===== config.mk =====
export PLATFORM = sky130hd
export DESIGN_NAME = data_mem_responder_flat
export DESIGN_NICKNAME = d
export VERILOG_FILES = /design/src/rtl/data_mem_responder_if.sv /design/src/rtl/data_mem_responder.sv /design/src/flat_wrapper.sv
export SDC_FILE = /design/constraint.sdc
export NUM_CORES = 2
export LEC_CHECK = 0
export BUFFER_PORTS_ARGS = -buffer_cell sky130_fd_sc_hd__buf_2
export CAP_MARGIN = 20
export CORE_MARGIN = 4
export CORE_UTILIZATION = 37
export CTS_CLUSTER_SIZE = 28
export DETAILED_ROUTE_END_ITERATION = 7
export GPL_ROUTABILITY_DRIVEN = 1
export PLACE_DENSITY = 0.58
export SLEW_MARGIN = 20
export SYNTH_ARGS = -nofsm -noshare
export SYNTH_HDL_FRONTEND = slang
export SYNTH_SLANG_ARGS = --single-unit

===== constraint.sdc =====
create_clock -name i_clk -period 2.6 [get_ports i_clk]
set_input_delay 0.39 -clock i_clk [delete_from_list [all_inputs] [get_ports i_clk]]
set_output_delay 0.39 -clock i_clk [all_outputs]
set_load 0.005 [all_outputs]

===== src/rtl/data_mem_responder_if.sv =====
// Core-to-data-memory bus: request, status report and responder observation signals.
// Latency: none (wires only); the responder registers its read data one edge after the request.
// Backpressure: none; the responder accepts one access per cycle unconditionally.
//
// Ports (signals):
//   i_wen, i_addr, i_wdata      - data-port request from the core
//   i_status, i_status_valid    - retired-instruction status report
//   o_rdata                     - registered read data
//   o_err, o_state              - sticky access error, controller state
//   o_inst_cnt, o_wr_cnt        - saturating instruction / write counters
interface data_mem_responder_if #(
    parameter int AW = 32
);
    logic          i_wen;
    logic [AW-1:0] i_addr;
    logic [31:0]   i_wdata;
    logic [1:0]    i_status;
    logic          i_status_valid;
    logic [31:0]   o_rdata;
    logic          o_err;
    logic [1:0]    o_state;
    logic [15:0]   o_inst_cnt;
    logic [15:0]   o_wr_cnt;

    // Core side drives requests and observes the responder.
    modport master (
        output i_wen, i_addr, i_wdata, i_status, i_status_valid,
        input  o_rdata, o_err, o_state, o_inst_cnt, o_wr_cnt
    );

    // Responder side consumes requests and drives the observation outputs.
    modport slave (
        input  i_wen, i_addr, i_wdata, i_status, i_status_valid,
        output o_rdata, o_err, o_state, o_inst_cnt, o_wr_cnt
    );
endinterface


===== src/rtl/data_mem_responder.sv =====
// Word-addressed data memory for a core's data port, with run/halt/fault controller and counters.
// Latency: read data registered, one edge after the address; writes land on the request edge.
// Backpressure: none; every cycle is accepted, writes are dropped outside RUN or when illegal.
//
// Ports:
//   i_clk    - single clock, all state changes on the rising edge
//   i_rst_n  - asynchronous active-low reset; clears memory, counters, flags and state
//   bus      - slave modport of data_mem_responder_if (request, status, observation outputs)
module data_mem_responder #(
    parameter int DEPTH = 64,
    parameter int AW    = 32
) (
    input  logic                  i_clk,
    input  logic                  i_rst_n,
    data_mem_responder_if.slave   bus
);

    localparam int IW = $clog2(DEPTH);

    // Status codes reported by the core.
    localparam logic [1:0] ST_R_SUCCESS = 2'd0;
    localparam logic [1:0] ST_I_SUCCESS = 2'd1;
    localparam logic [1:0] ST_OVERFLOW  = 2'd2;
    localparam logic [1:0] ST_END       = 2'd3;

    typedef enum logic [1:0] {
        S_RUN    = 2'd0,
        S_HALTED = 2'd1,
        S_FAULT  = 2'd2
    } state_t;

    // ------------------------------------------------------------------
    // Storage and registered state
    // ------------------------------------------------------------------
    logic [31:0] r_mem [DEPTH];
    logic [31:0] r_rdata;
    logic        r_err;
    state_t      r_state;
    logic [15:0] r_inst_cnt;
    logic [15:0] r_wr_cnt;

    // ------------------------------------------------------------------
    // Address decode
    // ------------------------------------------------------------------
    logic [IW-1:0] w_index;
    logic          w_aligned;
    logic          w_in_range;
    logic          w_legal;

    assign w_index   = bus.i_addr[IW+1:2];
    assign w_aligned = (bus.i_addr[1:0] == 2'b00);
    // Any address bit at or above 4*DEPTH makes the access out of range;
    // this also stops high addresses aliasing onto low words.
    assign w_in_range = ((bus.i_addr >> (IW + 2)) == '0);
    assign w_legal    = w_aligned && w_in_range;

    // ------------------------------------------------------------------
    // Controller: next state and per-cycle actions
    // ------------------------------------------------------------------
    state_t w_state_nxt;
    logic   w_wr_commit;
    logic   w_wr_illegal;
    logic   w_inst_inc;

    always_comb begin
        w_state_nxt  = r_state;
        w_wr_commit  = 1'b0;
        w_wr_illegal = 1'b0;
        w_inst_inc   = 1'b0;

        // An illegal write flags an error in any state; it never touches memory.
        if (bus.i_wen && !w_legal) begin
            w_wr_illegal = 1'b1;
        end

        unique case (r_state)
            S_RUN: begin
                // Write is judged against the current (pre-edge) state, so a
                // write coinciding with END/OVERFLOW still commits.
                if (bus.i_wen && w_legal) begin
                    w_wr_commit = 1'b1;
                end
                if (bus.i_status_valid) begin
                    case (bus.i_status)
                        ST_R_SUCCESS,
                        ST_I_SUCCESS: w_inst_inc  = 1'b1;
                        ST_OVERFLOW:  w_state_nxt = S_FAULT;
                        ST_END:       w_state_nxt = S_HALTED;
                        default:      w_state_nxt = r_state;
                    endcase
                end
            end
            // Terminal until reset: writes dropped, status ignored.
            S_HALTED: w_state_nxt = S_HALTED;
            S_FAULT:  w_state_nxt = S_FAULT;
            default:  w_state_nxt = S_FAULT;
        endcase
    end

    // ------------------------------------------------------------------
    // State register
    // ------------------------------------------------------------------
    always_ff @(posedge i_clk or negedge i_rst_n) begin
        if (!i_rst_n) begin
            r_state <= S_RUN;
        end else begin
            r_state <= w_state_nxt;
        end
    end

    // ------------------------------------------------------------------
    // Memory array: cleared by reset, one write port
    // ------------------------------------------------------------------
    always_ff @(posedge i_clk or negedge i_rst_n) begin
        if (!i_rst_n) begin
            for (int i = 0; i < DEPTH; i++) begin
                r_mem[i] <= 32'h0;
            end
        end else if (w_wr_commit) begin
            r_mem[w_index] <= bus.i_wdata;
        end
    end

    // ------------------------------------------------------------------
    // Read port: samples the array before this edge's write lands, so a
    // same-address write and read returns the old word.
    // ------------------------------------------------------------------
    always_ff @(posedge i_clk or negedge i_rst_n) begin
        if (!i_rst_n) begin
            r_rdata <= 32'h0;
        end else if (w_legal) begin
            r_rdata <= r_mem[w_index];
        end else begin
            r_rdata <= 32'h0;
        end
    end

    // ------------------------------------------------------------------
    // Sticky error flag
    // ------------------------------------------------------------------
    always_ff @(posedge i_clk or negedge i_rst_n) begin
        if (!i_rst_n) begin
            r_err <= 1'b0;
        end else if (w_wr_illegal) begin
            r_err <= 1'b1;
        end
    end

    // ------------------------------------------------------------------
    // Saturating counters
    // ------------------------------------------------------------------
    always_ff @(posedge i_clk or negedge i_rst_n) begin
        if (!i_rst_n) begin
            r_inst_cnt <= 16'h0;
        end else if (w_inst_inc && (r_inst_cnt != 16'hFFFF)) begin
            r_inst_cnt <= r_inst_cnt + 16'h1;
        end
    end

    always_ff @(posedge i_clk or negedge i_rst_n) begin
        if (!i_rst_n) begin
            r_wr_cnt <= 16'h0;
        end else if (w_wr_commit && (r_wr_cnt != 16'hFFFF)) begin
            r_wr_cnt <= r_wr_cnt + 16'h1;
        end
    end

    // ------------------------------------------------------------------
    // Outputs
    // ------------------------------------------------------------------
    assign bus.o_rdata    = r_rdata;
    assign bus.o_err      = r_err;
    assign bus.o_state    = r_state;
    assign bus.o_inst_cnt = r_inst_cnt;
    assign bus.o_wr_cnt   = r_wr_cnt;

endmodule


===== src/flat_wrapper.sv =====
// flat-port wrapper written by rule: the top's interface ports become plain ports
module data_mem_responder_flat 
#(
    parameter int DEPTH = 64,
    parameter int AW    = 32
)
  (i_clk, i_rst_n, bus_i_wen, bus_i_addr, bus_i_wdata, bus_i_status, bus_i_status_valid, bus_o_rdata, bus_o_err, bus_o_state, bus_o_inst_cnt, bus_o_wr_cnt);
  data_mem_responder_if #(.AW(AW)) bus_i ();
  input  logic i_clk;
  input  logic i_rst_n;
  input wire logic [$bits(bus_i.i_wen)-1:0] bus_i_wen;
  input wire logic [$bits(bus_i.i_addr)-1:0] bus_i_addr;
  input wire logic [$bits(bus_i.i_wdata)-1:0] bus_i_wdata;
  input wire logic [$bits(bus_i.i_status)-1:0] bus_i_status;
  input wire logic [$bits(bus_i.i_status_valid)-1:0] bus_i_status_valid;
  output wire logic [$bits(bus_i.o_rdata)-1:0] bus_o_rdata;
  output wire logic [$bits(bus_i.o_err)-1:0] bus_o_err;
  output wire logic [$bits(bus_i.o_state)-1:0] bus_o_state;
  output wire logic [$bits(bus_i.o_inst_cnt)-1:0] bus_o_inst_cnt;
  output wire logic [$bits(bus_i.o_wr_cnt)-1:0] bus_o_wr_cnt;
  assign bus_i.i_wen = bus_i_wen;
  assign bus_i.i_addr = bus_i_addr;
  assign bus_i.i_wdata = bus_i_wdata;
  assign bus_i.i_status = bus_i_status;
  assign bus_i.i_status_valid = bus_i_status_valid;
  assign bus_o_rdata = bus_i.o_rdata;
  assign bus_o_err = bus_i.o_err;
  assign bus_o_state = bus_i.o_state;
  assign bus_o_inst_cnt = bus_i.o_inst_cnt;
  assign bus_o_wr_cnt = bus_i.o_wr_cnt;
  data_mem_responder #(.DEPTH(DEPTH), .AW(AW)) u_core (.i_clk(i_clk), .i_rst_n(i_rst_n), .bus(bus_i));
endmodule

# Yosys cells after proc, flatten, opt, wreduce, memory -nomap -nowiden
# Index checks and enable logic that the tools add are counted.
[totals]
register_bits = 2115
input_bits = 70
wordCells = 111
[op_classes]
addsub = 2
magnitude_cmp = 2
eq_ne = 8
mux = 16
bitwise = 1
reduce_logical = 13
[ops]
columns = ["operator", "n"]
rows = [
  ["2048-bit bitwise mux", 1],
  ["32-bit binary-select mux with 6-bit select", 1],
  ["32-bit demux with 6-bit select", 1],
  ["32-bit two-way mux", 4],
  ["16-bit by 1-bit adder with 16-bit output (second input constant)", 2],
  ["32-bit logical NOT", 1],
  ["16-bit != test (second input constant)", 2],
  ["2-bit case mux with 2 select lines", 2],
  ["7-bit greater-or-equal comparator (second input constant)", 1],
  ["7-bit by 1-bit less-than comparator with 1-bit output (second input constant)", 1],
  ["6-bit inverter with 7-bit output", 1],
  ["1-bit logical AND", 6],
  ["2-bit logical NOT", 3],
  ["1-bit two-way mux", 6],
  ["2-bit by 1-bit == test with 1-bit output (second input constant)", 2],
  ["2-bit == test (second input constant)", 2],
  ["3-bit != test (second input constant)", 1],
  ["2-bit two-way mux", 1],
  ["2-bit != test (second input constant)", 1],
  ["2-bit AND reduction", 1],
  ["2-bit OR reduction", 1],
  ["1-bit logical NOT", 1],
]

# Depth between registers and ports, before layout
[depth]
ltp_word = 6
depth_mapped = 12

# Least setup slack after synthesis
# No wires, ideal clock.
[synth_path]
kind = "input to register"
start = "in bus_i_addr[3]"
end = "reg u_core.r_rdata[23], in the netlist u_core.bus.o_rdata[23]"
setup_time_ns = 0.129
t_arrival_ns = 2.191
required_ns = 2.471
setup_slack_ns = 0.280
path_stages = 10
path_buffers = 5
path_cell_list = "buf_2 -> buf_6 -> buf_4 -> buf_4 -> buf_2 -> mux2i_1 -> o22ai_1 -> a32oi_1 -> o21ai_0 -> o41a_1"
[synth_between]
elab_chain_cells = 5
[synth_lines]
columns = ["element", "line_no", "source"]
rows = [
  ["start, declared", "flat_wrapper.sv:12", "input wire logic [$bits(bus_i.i_addr)-1:0] bus_i_addr;"],
  ["6-bit inverter with 7-bit output (not written as such)", "data_mem_responder.sv:132", "r_rdata <= r_mem[w_index];"],
  ["32-bit binary-select mux with 6-bit select", "data_mem_responder.sv:132", ""],
  ["32-bit two-way mux (not written as such) (2 in series)", "data_mem_responder.sv:132", ""],
  ["32-bit two-way mux", "data_mem_responder.sv:131", "end else if (w_legal) begin"],
  ["end signal, assigned", "data_mem_responder.sv:132", ""],
  ["end, declared", "data_mem_responder.sv:36", "logic [31:0] r_rdata;"],
]
# No other way between the ends. The select of a mux whose other input is x is not followed.
# A chain may end at the register's enable or synchronous reset.

# Worst setup path in the final report
[layout_path]
start = "reg u_core.r_mem[1804] (netlist name)"
end = "reg u_core.r_rdata[12], in the netlist u_core.bus.o_rdata[12]"
[layout_between]
elab_chain_cells = 4
[layout_lines]
columns = ["element", "line_no", "source"]
rows = [
  ["start, declared", "data_mem_responder.sv:35", "logic [31:0] r_mem [DEPTH];"],
  ["start signal, assigned by index", "data_mem_responder.sv:120", "r_mem[w_index] <= bus.i_wdata;"],
  ["32-bit binary-select mux with 6-bit select", "data_mem_responder.sv:132", ""],
  ["32-bit two-way mux (not written as such) (2 in series)", "data_mem_responder.sv:132", ""],
  ["32-bit two-way mux", "data_mem_responder.sv:131", ""],
]
# No other way between the ends. The select of a mux whose other input is x is not followed.

==> results.sh <==
export IMPL_status="finished clean"
export IMPL_nFillCells=22800
export IMPL_critPathMaxStageDelay_ns=0.46
export IMPL_crit_slowest_cell="mux4_2"
export IMPL_antenna_found_initial=21
export IMPL_overflow=0
export IMPL_r2r_slack_ns=0.17
export IMPL_arrival_ns=3.20
export IMPL_period_share_pct=93.5
export IMPL_r2r_start="u_core.r_mem[1804]"
export IMPL_p_leak_nw=57.6
export IMPL_hpwl_um=244000
export IMPL_io_buffers=136
export IMPL_cts_setup_buffers=0
export IMPL_fin_skew_ns=0.0998
export IMPL_pwr_share_seq_pct=47.3
export IMPL_grt_max_degree=120
export IMPL_maxCapViolCount=0
export IMPL_required_ns=3.37
export IMPL_core_um2=258000
export IMPL_areaGrowthSynthToFinish_pct=20.3
export IMPL_hp_start="bus_i_wdata[6]"
export IMPL_max_freq_mhz=411
export IMPL_synth_nets=6877
export IMPL_layout_min_cycle_time_ns=2.43
export IMPL_cts_root_buffer="clkbuf_16"
export IMPL_power_switching_w=0.0172
export IMPL_numCtsBuffers=220
export IMPL_yosys_warnings=0
export IMPL_grt_pass1_vias=67600
export IMPL_endpoint_kind="register"
export IMPL_dr_pass1_iters=8
export IMPL_setup_viol=0
export IMPL_peakVddDrop_mv=0.624
export IMPL_die_y_um=517
export IMPL_p_clk_share_pct=46.2
export IMPL_place_congestion=0.898
export IMPL_fp_row_count=186
export IMPL_finalNetCount=7387
export IMPL_syn_avg_cell_area_um2=14.1
export IMPL_utilization_pct=44.9
export IMPL_synthCells=6805
export IMPL_io_pins=137
export IMPL_timing_final_ws_setup_ns=0.168
export IMPL_grt_first_pass_wirelength_um=521000
export IMPL_cts_buffer_depth=3
export IMPL_placed_cell_area_um2=108000
export IMPL_dp_slack_ns=-0.609
export IMPL_initial_core_util_pct=37.3
export IMPL_power_internal_w=0.0525
export IMPL_htree_levels=4
export IMPL_cp_cell_sequence="mux4_2, a22oi_1, o21ai_0, buf_4, a2111oi_0, buf_4, a31oi_1"
export IMPL_layout_drive_gt1_share_pct=42.6
export IMPL_cp_top_family="compound AO/OA/AOI/OAI gates"
export IMPL_tritoncts="yes"
export IMPL_whs_ns=0.0807
export IMPL_synth_flop_cell="dfrtp_1"
export IMPL_cp_common_cell="buf_4"
export IMPL_relSlewSlack_pct=29.3
export IMPL_cts_hold_buffers=9
export IMPL_grt_usage_pct=27.2
export IMPL_path_clk_slew_ns=0.06
export IMPL_swShare_pct=24.7
export IMPL_num_vias=65600
export IMPL_startpoint_type="register"
export IMPL_path_buf_inv=2
export IMPL_powerDensity_nw_per_um2=603
export IMPL_path_class="reg2reg"
export IMPL_die_w_um=517
export IMPL_wirelength_um=367000
export IMPL_yosysSeqAreaShare_pct=55.1
export IMPL_synthesis_area_um2=96000
export IMPL_clkSinkCount=2115
export IMPL_drt_antenna_violating_nets=0
export IMPL_drv_slew=0
export IMPL_post_cts_resized=0
export IMPL_wire_per_inst_um=33.7
export IMPL_clock_latency_ns=0.93
export IMPL_rsz0062_at_grt="no"
export IMPL_drt_iter0_markers=6817
export IMPL_hold_viol_final=0
export IMPL_drc_errors=0
export IMPL_ys_ff_latch=2115
export IMPL_synth_edf_count=0
export IMPL_ys_async_sr_fraction_pct=100
export IMPL_final_cell_area_um2=116000
export IMPL_die_area_um2=268000
export IMPL_synth_cell_types=72
export IMPL_worstMarginPinSlew_ns=1.06
export IMPL_combPwrFrac_pct=6.5
export IMPL_cp_max_fo=2
export IMPL_cp_startpoint="u_core.r_mem[1804]"
export IMPL_hp_class="in2reg"
export IMPL_drt_vias_per_instance=6.03
synth_stat cells, types with 67 or more instances:
master / n / share of area [%]
mux2_1: 598 / 7.0
mux2_2: 1588 / 19
dfrtp_1: 2115 / 55
nand2_1: 101 / 0.39
mux4_2: 164 / 3.8
a22oi_1: 120 / 0.94
buf_2: 247 / 1.3
nand3_1: 67 / 0.35
mux2i_1: 300 / 3.1
o21ai_0: 123 / 0.64
clkbuf_1: 346 / 1.4
nor2_1: 134 / 0.52
o22ai_1: 90 / 0.59
buf_1: 74 / 0.29
a21oi_1: 150 / 0.78
a221oi_1: 152 / 1.4
cell usage in the layout (no fill, tap or decap), drive strengths merged, types with 25 or more instances in the layout:
cell	netlist	layout
clkinv	0	49
nand3	84	84
buf	366	991
a22oi	120	120
dfrtp	2115	2115
a22o	31	31
a221o	38	38
nand2	101	101
mux2i	300	300
o22ai	90	90
nor2	135	135
mux2	2186	2186
clkbuf	346	334
o21ai	123	123
a31oi	25	25
o2bb2ai	27	27
a21oi	150	150
mux4	164	164
a221oi	152	152
cell type report:
type                       count  area (um^2)  share of cell area (%)
antenna                        8         20.0                  0.0173
timing repair buffer        1000        10500                    9.05
tap                         3384         4230                    3.66
multi-input combinational   3974        40500                    35.1
sequential                  2115        52900                    45.8
clock inverter                68          902                   0.781
clock buffer                 334         6480                    5.61
inverter                       4         25.0                  0.0217
path summary, 6_finish.rpt:
kind | end | cells past startpoint
max | u_core.bus.o_rdata[12] | 7
min | u_core.r_mem[358] | 2
max reg2reg | u_core.bus.o_rdata[12] | 7
min reg2reg | u_core.bus.o_err | 1
max in group asynchronous | u_core.r_mem[29] | 4
min in group asynchronous | u_core.r_mem[150] | 3
layer usage:
layer	GRT usage, %	wire (um)
met5	0	85
met3	5.59	28900
met4	13.2	20900
met2	41.9	165000
met1	36.7	152000
stage by stage:
| stage | total power, W | setup TNS, ns | std cells |
|---|---|---|---|
| floorplan | 0.0351 | 0 | 6805 |
| global placement | 0.0380 | -14.72 | 10500 |
| detailed placement | 0.0380 | -26.21 | 10500 |
| CTS | 0.0701 | 0 | 10900 |
| global route | 0.0717 | 0 | 10900 |
| finish | 0.0697 | 0 | 10900 |
state kept, by name, indices dropped and copies added (netlist names):
register,flops
u_core.bus.o_rdata,32
u_core.r_mem,2048
u_core.bus.o_err,1
u_core.bus.o_wr_cnt,16
u_core.bus.o_state,2
u_core.bus.o_inst_cnt,16
power groups by stage:
stage               clock [W]  sequential (W)  combinational, W
global placement            0          0.0336           0.00444
CTS                    0.0327          0.0330           0.00450
detailed placement          0          0.0336           0.00447
floorplan                   0          0.0336           0.00152
global route           0.0340          0.0330           0.00473
finish                 0.0322          0.0330           0.00453
cell families (layout without fill, tap and decap cells):
family          count (synthesis)  in the layout  share of synthesized area, %
simple gates                  414            414                          2.13
compound gates                879            879                          6.55
xor+xnor                       29             29                         0.264
mux                          2650           2650                          32.6
fa+ha+maj                       2              2                        0.0261
other cells                     0              8                             0
flops                        2115           2115                          55.1
buf+inv                       716           1406                          3.31
Note: power is estimated with default switching activity, not from simulation.
